## src/rtl/nonce_uart_tx.sv

```systemverilog
// Nonce buffer consumer: fetches a 32-bit nonce serially (LSB first) and sends it as 8N1 UART bytes.
// Optional sync-byte prefix (0xA5) is enabled by defining NONCE_TX_SYNC_BYTE_EN.
`default_nettype none

module nonce_uart_tx #(
    parameter int unsigned CLKS_PER_BIT = 434
) (
    input  logic       clk,
    input  logic       rst_n,
    input  logic       newnonce,
    input  logic       nonce_bit,
    input  logic       overflow,
    output logic       read,
    output logic       tx,
    output logic       busy,
    output logic [7:0] drop_count
);

    localparam int unsigned BAUD_W = (CLKS_PER_BIT > 1) ? $clog2(CLKS_PER_BIT) : 1;
    localparam logic [BAUD_W-1:0] BAUD_LAST = BAUD_W'(CLKS_PER_BIT - 1);

`ifdef NONCE_TX_SYNC_BYTE_EN
    localparam logic [2:0] LAST_BYTE = 3'd4;
    localparam logic [7:0] SYNC_BYTE = 8'hA5;
`else
    localparam logic [2:0] LAST_BYTE = 3'd3;
`endif

    typedef enum logic [1:0] {
        S_IDLE,
        S_FETCH,
        S_TX
    } state_t;

    state_t            state_q;
    logic [31:0]       shreg_q;
    logic [5:0]        bit_q;
    logic [2:0]        byte_q;
    logic [BAUD_W-1:0] baud_q;
    logic              read_q;
    logic              tx_q;
    logic              busy_q;
    logic [7:0]        cnt_q;
    logic [7:0]        cnt_d;

    logic [7:0]        cur_byte;
    logic              next_tx_bit;

    always_comb begin
        cur_byte = '0;
`ifdef NONCE_TX_SYNC_BYTE_EN
        case (byte_q)
            3'd0:    cur_byte = SYNC_BYTE;
            3'd1:    cur_byte = shreg_q[7:0];
            3'd2:    cur_byte = shreg_q[15:8];
            3'd3:    cur_byte = shreg_q[23:16];
            default: cur_byte = shreg_q[31:24];
        endcase
`else
        case (byte_q)
            3'd0:    cur_byte = shreg_q[7:0];
            3'd1:    cur_byte = shreg_q[15:8];
            3'd2:    cur_byte = shreg_q[23:16];
            default: cur_byte = shreg_q[31:24];
        endcase
`endif
    end

    // Bit slot b (0 = start, 9 = stop) is followed by data bit b while b < 8, then the stop bit.
    always_comb begin
        next_tx_bit = 1'b1;
        if (bit_q != 6'd8) begin
            next_tx_bit = cur_byte[bit_q[2:0]];
        end
    end

    always_ff @(posedge clk or negedge rst_n) begin
        if (!rst_n) begin
            state_q <= S_IDLE;
            shreg_q <= '0;
            bit_q   <= '0;
            byte_q  <= '0;
            baud_q  <= '0;
            read_q  <= 1'b0;
            tx_q    <= 1'b1;
            busy_q  <= 1'b0;
        end else begin
            case (state_q)
                S_IDLE: begin
                    read_q <= 1'b0;
                    tx_q   <= 1'b1;
                    busy_q <= 1'b0;
                    if (newnonce) begin
                        state_q <= S_FETCH;
                        read_q  <= 1'b1;
                        busy_q  <= 1'b1;
                        bit_q   <= '0;
                    end
                end
                S_FETCH: begin
                    shreg_q[bit_q[4:0]] <= nonce_bit;
                    if (bit_q == 6'd31) begin
                        state_q <= S_TX;
                        read_q  <= 1'b0;
                        tx_q    <= 1'b0;
                        bit_q   <= '0;
                        byte_q  <= '0;
                        baud_q  <= '0;
                    end else begin
                        bit_q <= bit_q + 6'd1;
                    end
                end
                S_TX: begin
                    if (baud_q == BAUD_LAST) begin
                        baud_q <= '0;
                        if (bit_q == 6'd9) begin
                            if (byte_q == LAST_BYTE) begin
                                state_q <= S_IDLE;
                                busy_q  <= 1'b0;
                                tx_q    <= 1'b1;
                            end else begin
                                byte_q <= byte_q + 3'd1;
                                bit_q  <= '0;
                                tx_q   <= 1'b0;
                            end
                        end else begin
                            bit_q <= bit_q + 6'd1;
                            tx_q  <= next_tx_bit;
                        end
                    end else begin
                        baud_q <= baud_q + BAUD_W'(1);
                    end
                end
                default: begin
                    state_q <= S_IDLE;
                    read_q  <= 1'b0;
                    tx_q    <= 1'b1;
                    busy_q  <= 1'b0;
                end
            endcase
        end
    end

    always_comb begin
        cnt_d = cnt_q;
        if (overflow && (cnt_q != 8'hFF)) begin
            cnt_d = cnt_q + 8'd1;
        end
    end

    always_ff @(posedge clk or negedge rst_n) begin
        if (!rst_n) begin
            cnt_q <= '0;
        end else begin
            cnt_q <= cnt_d;
        end
    end

    assign read       = read_q;
    assign tx         = tx_q;
    assign busy       = busy_q;
    assign drop_count = cnt_q;

endmodule

`default_nettype wire

```

## config.mk

```make
export PLATFORM = sky130hd
export DESIGN_NAME = nonce_uart_tx
export DESIGN_NICKNAME = d
export VERILOG_FILES = /design/src/rtl/nonce_uart_tx.sv
export SDC_FILE = /design/constraint.sdc
export NUM_CORES = 1
export LEC_CHECK = 0
export CAP_MARGIN = 30
export CORE_AREA = 2 2 80 82
export DETAILED_ROUTE_END_ITERATION = 7
export DIE_AREA = 0 0 82 84
export PLACE_DENSITY = 0.78
export SETUP_SLACK_MARGIN = 0.2
export SLEW_MARGIN = 30
export SYNTH_ARGS = -nofsm -noshare
export SYNTH_HDL_FRONTEND = slang
export SYNTH_SLANG_ARGS = --single-unit
```

## constraint.sdc

```tcl
create_clock -name clk -period 2.8 [get_ports clk]
set_input_delay 0.28 -clock clk [delete_from_list [all_inputs] [get_ports clk]]
set_output_delay 0.28 -clock clk [all_outputs]
set_load 0.03 [all_outputs]
```

Word-level counts from Yosys, hierarchy flattened
Cells that the tools add are included.
W data, S select, Z words.
- add/subtract/negate cells: 4
- magnitude comparators: 3
- equal/unequal tests: 17
- mux-type cells: 38
- bitwise logic cells: 2
- reduce and logical (&&, ||, !) cells: 13
- operators with widths (kind ; count):
    $bwmux W32 ; 1
    $mux W6 ; 5
    $pmux W8 S3 ; 1
    $mux W9 ; 2
    $pmux W6 S3 ; 1
    $pmux W9 S2 ; 1
    $mux W3 ; 4
    $ne A2 B2 Y1 const B ; 6
    $mux W1 ; 11
    $mux W2 ; 5
    $reduce_and A5 Y1 ; 2
    $add A9 B1 Y9 const B ; 1
    $eq A9 B9 Y1 const B ; 1
    $add A8 B1 Y8 const B ; 1
    $ne A8 B8 Y1 const B ; 1
    $reduce_and A4 Y1 ; 2
    $add A6 B1 Y6 const B ; 1
    $eq A3 B2 Y1 const B ; 2
    $eq A6 B4 Y1 const B ; 1
    $eq A6 B5 Y1 const B ; 1
    $lt A5 B6 Y1 const B ; 1
    $ne A6 B4 Y1 const B ; 1
    $pmux W1 S3 ; 2
    $pmux W2 S3 ; 1
    18 further kinds ; 22
- bits in registers: 63
- bits of input ports: 5
- output and inout bits: 11
- logic and storage cells: 86

Logic depth before layout (Yosys ltp)
- depth in word-level cells: 8
- depth in mapped cells: 10
- gate-level depth less buffers: 8

Worst setup path before layout
No wires, ideal clock.
- path kind: register to register
- start point: register bit_q[1]
- end point: register bit_q[3]
- library setup time: 0.092 ns
- arrival: 1.941 ns
- slack: 0.767 ns
- cell stages (with the launch flop): 9
- cells stage by stage: dfrtp_1 clkbuf_1 inv_1 ha_1 nand3_1 nand2b_4 a211o_4 or2_4 o31ai_2
- longest elaborated chain between the ends: 4
- elaborated cells on any way between the ends: 9
- those cells by class: 1 x add/sub; 3 x eq/ne; 4 x mux; 1 x reduce/logical
- RTL lines (element ; RTL line ; source):
    from (decl) ; 37 ; logic [5:0] bit_q;
    from (signal assigned) ; 110 ; bit_q <= bit_q + 6'd1;
    from (signal assigned) ; 127 ; bit_q <= bit_q + 6'd1;
    $add A6 B1 Y6 / $eq A6 B4 Y1 (equally long branches) ; 110, 127, 116 ;
    $mux W6 ; 116 ; if (bit_q == 6'd9) begin
    $mux W6 ; 114 ; if (baud_q == BAUD_LAST) begin
    $pmux W6 S3 ; 88 ; case (state_q)
Several ways; a longest one is shown, not always the timed one. The select of a mux whose other input is x is not followed.
A chain may end at the register's enable or synchronous reset.

Worst setup path after layout
- start point: register bit_q[1]
- end point: register baud_q[5]
- longest elaborated chain between the ends: 3
- RTL lines (element ; RTL line ; source):
    $eq A6 B5 Y1 ; 102 ; if (bit_q == 6'd31) begin
    $ne A2 B2 Y1 (no line) ; - ;
    $reduce_and A2 Y1 (no line) ; - ;
    to (signal assigned) ; 131 ; baud_q <= baud_q + BAUD_W'(1);
    to (decl) ; 39 ; logic [BAUD_W-1:0] baud_q;
Every way passes these cells.

==> metrics.txt <==
status=complete, no violations; Syn Area/Cell=10.4 sq um; final setup violation count=0; final wirelength=7480 um; critical path's largest stage delay=0.54 ns; Clock Latency Late Sink=0.35 ns; H-tree depth=3; flops & latches, synth=63; number of synthesized flops with an enable pin=0; Slew @ Worst Pin=0.979 ns; die area=6890 sq um; count of pins over their slew limit=0; skew final=0.00940 ns; crit-path most repeated cell=nand4_2; # Max-Cap Violations=0; # IOs=16; Ant. Diodes=0; clk root buf=clkbuf_8; Crit path required time=3.08 ns; share of layout cells above drive strength 1=0.188; reg2reg start=bit_q[1]$_DFFE_PN0P_; most frequent cells in the layout=dfrtp_1 (62), nor2_1 (40), mux2_2 (34); PortBufs=15; unrepaired setup endpoints after global routing=false; Final Hold Fails=0; Syn Inst Count=338; Worst R2R End=baud_q[5]$_DFFE_PN0P_; Total Neg Setup Slack=0 ns; worst-path fanout max=11; crit path buf inv count=0; first-pass GRT wire length=12700 um; Initial DRT Pass Iterations=4; post-DR wirelength/cell=17.2 um; ys async rst share=1.00; Tot GR Track Use=0.242; syn nets=360; nets=374; clock sink total=63; Die Span X=82 um; Ys Warns=0; DIE HEIGHT=84 um; ys flop type=dfrtp_1; Area growth, synth to finish=11.7%; # fillers=488; Setup crit start kind=flip-flop; CTS max path bufs=2; Iter 0 DRT Violations=123; commonest non-fill, non-tap cell in the layout=dfrtp_1; Final ANT Viol Nets=0; GRT overflow=0; Starting Density=0.577; Core Area=6100 sq um; pin count of the biggest net entering global routing=48; CTS tree=done; Tot Pwr=0.00220 W; setup ws final=0.427 ns; cell family with most CP delay=simple AND/OR/NAND/NOR gates; crit path cell chain=ha_1 > nand4_2 > o21a_1 > nor2_4 > nand4_2 > or3_1 > a21oi_1; Worst Setup End Kind=flip-flop; Synth cell types=59; vias in the first global route=2642; Placer Congestion=0.882; setup bufs post-CTS=0; CP Class=reg2reg; Worst-path clk slew=0.07 ns; Std-Cell Rows=29; Slew HR=0.345; Final Critical Period=2.37 ns; largest vdd supply drop=0.739 mV; Hold WC Path Type=in2async; reg2reg path depth=7; achievable clock frequency=421 MHz; total power divided by cell area=558 nW/um^2; leakage=1.73 nW; sequential area share after synthesis=0.448; final core utilization=0.645; final cycle utilization of the critical path=0.847; Num CTS Buffers=9; DRC violations left=0; flop-to-flop setup slack=0.43 ns; crit path max-delay cell type=dfrtp_1; Cell Area, Synth=3520 sq um; Via Count=2564; initial antenna violation count=0; WP data arrival=2.65 ns; Place WS=0.467 ns; DP Wirelength=5080 um; DR vias/cell=5.91
-- per-stage QoR --
stage	hold WS [ns]	std cells	instance area, sq um
2_1_floorplan	-0.0156	338	3520
3_3_place_gp	0.484	417	3710
3_5_place_dp	0.338	417	3710
4_1_cts	0.502	434	3930
5_1_grt	0.522	434	3930
6_report	0.492	434	3930
-- how the worst max path moves through the flow --
stage	start	endpoint	slack, ns	depth (start not counted)
3_3_place_gp	bit_q[1]$_DFFE_PN0P_	baud_q[5]$_DFFE_PN0P_	0.57	7
3_5_place_dp	bit_q[1]$_DFFE_PN0P_	baud_q[5]$_DFFE_PN0P_	0.47	7
6_report	bit_q[1]$_DFFE_PN0P_	baud_q[5]$_DFFE_PN0P_	0.43	7
2_1_floorplan	bit_q[1]$_DFFE_PN0P_	bit_q[3]$_DFFE_PN0P_	0.77	8
4_1_cts	bit_q[1]$_DFFE_PN0P_	baud_q[5]$_DFFE_PN0P_	0.46	7
5_1_grt	bit_q[1]$_DFFE_PN0P_	baud_q[5]$_DFFE_PN0P_	0.25	7
-- per-layer routing --
metal	track usage	vias to the layer above	wire length, um
li1	-	1232	-
met3	0.0455	14	195
met1	0.320	1277	3420
met2	0.385	41	3700
met5	0	-	0
met4	0.102	0	162
-- cells by family (layout without fill, tap and decap cells) --
group,count (synthesis),after routing,share of synthesized area
buffers and inverters,28,47,0.0355
adders and majority gates,17,17,0.0604
muxes,39,39,0.123
AOI/OAI and AO/OA,61,61,0.125
xor gates and xnor gates,11,11,0.0274
DFF,63,63,0.448
and+or+nand+nor,119,119,0.180
-- power breakdown --
part | leakage (nW) | total (W) | internal, W | switching [W]
clock network | 0.102 | 0.000861 | 0.000498 | 0.000363
logic | 0.831 | 0.000310 | 0.000138 | 0.000172
registers | 0.799 | 0.00102 | 0.000961 | 0.0000635
total | 1.73 | 0.00220 | 0.00160 | 0.000598
-- worst register-to-register path, delay by kind of cell, from the launching register on --
family	cells	cell delay, ns
simple gates	4	0.89
flops	1	0.54
fa+ha+maj	1	0.34
compound gates	2	0.53
-- registers in the layout, indices dropped and copies added (netlist names) --
register,flops
read,1
baud_q,9
tx,1
state_q,2
drop_count,8
busy,1
shreg_q,32
bit_q,6
byte_q,3
-- synth_stat cells, drive strengths merged, types with 3 or more instances --
library cell / n / area [sq um]
a22oi: 6 / 45.0
nand4: 7 / 71.3
o21ai: 18 / 90.1
o22ai: 3 / 18.8
nor2: 42 / 168
or2: 3 / 21.3
clkbuf: 9 / 33.8
mux2: 35 / 394
nor3: 6 / 30.0
nand2b: 4 / 32.5
nor2b: 4 / 25.0
a2111oi: 3 / 32.5
nand2: 26 / 97.6
a222oi: 3 / 30.0
ha: 17 / 213
xor2: 5 / 43.8
buf: 8 / 50.0
xnor2: 6 / 52.6
nand3: 13 / 65.1
nand3b: 4 / 30.0
and3: 3 / 18.8
inv: 11 / 41.3
dfrtp: 62 / 1550
o31ai: 4 / 35.0
mux2i: 4 / 40.0
a21oi: 8 / 40.0
-- final cells by class --
type	count	area, sq um	share of cell area
multi-input combinational	247	1820	0.462
sequential	63	1580	0.401
timing repair buffer	20	188	0.0477
clock buffer	10	128	0.0325
tap	77	96.3	0.0245
clock inverter	6	85.1	0.0216
inverter	11	41.3	0.0105
-- what timing repair did --
item	in CTS	in global routing
gates resized for setup	0	0
hold buffers	1	0
hold endpoints to repair	44	0
No activity file was read; power rests on OpenSTA's default activity.
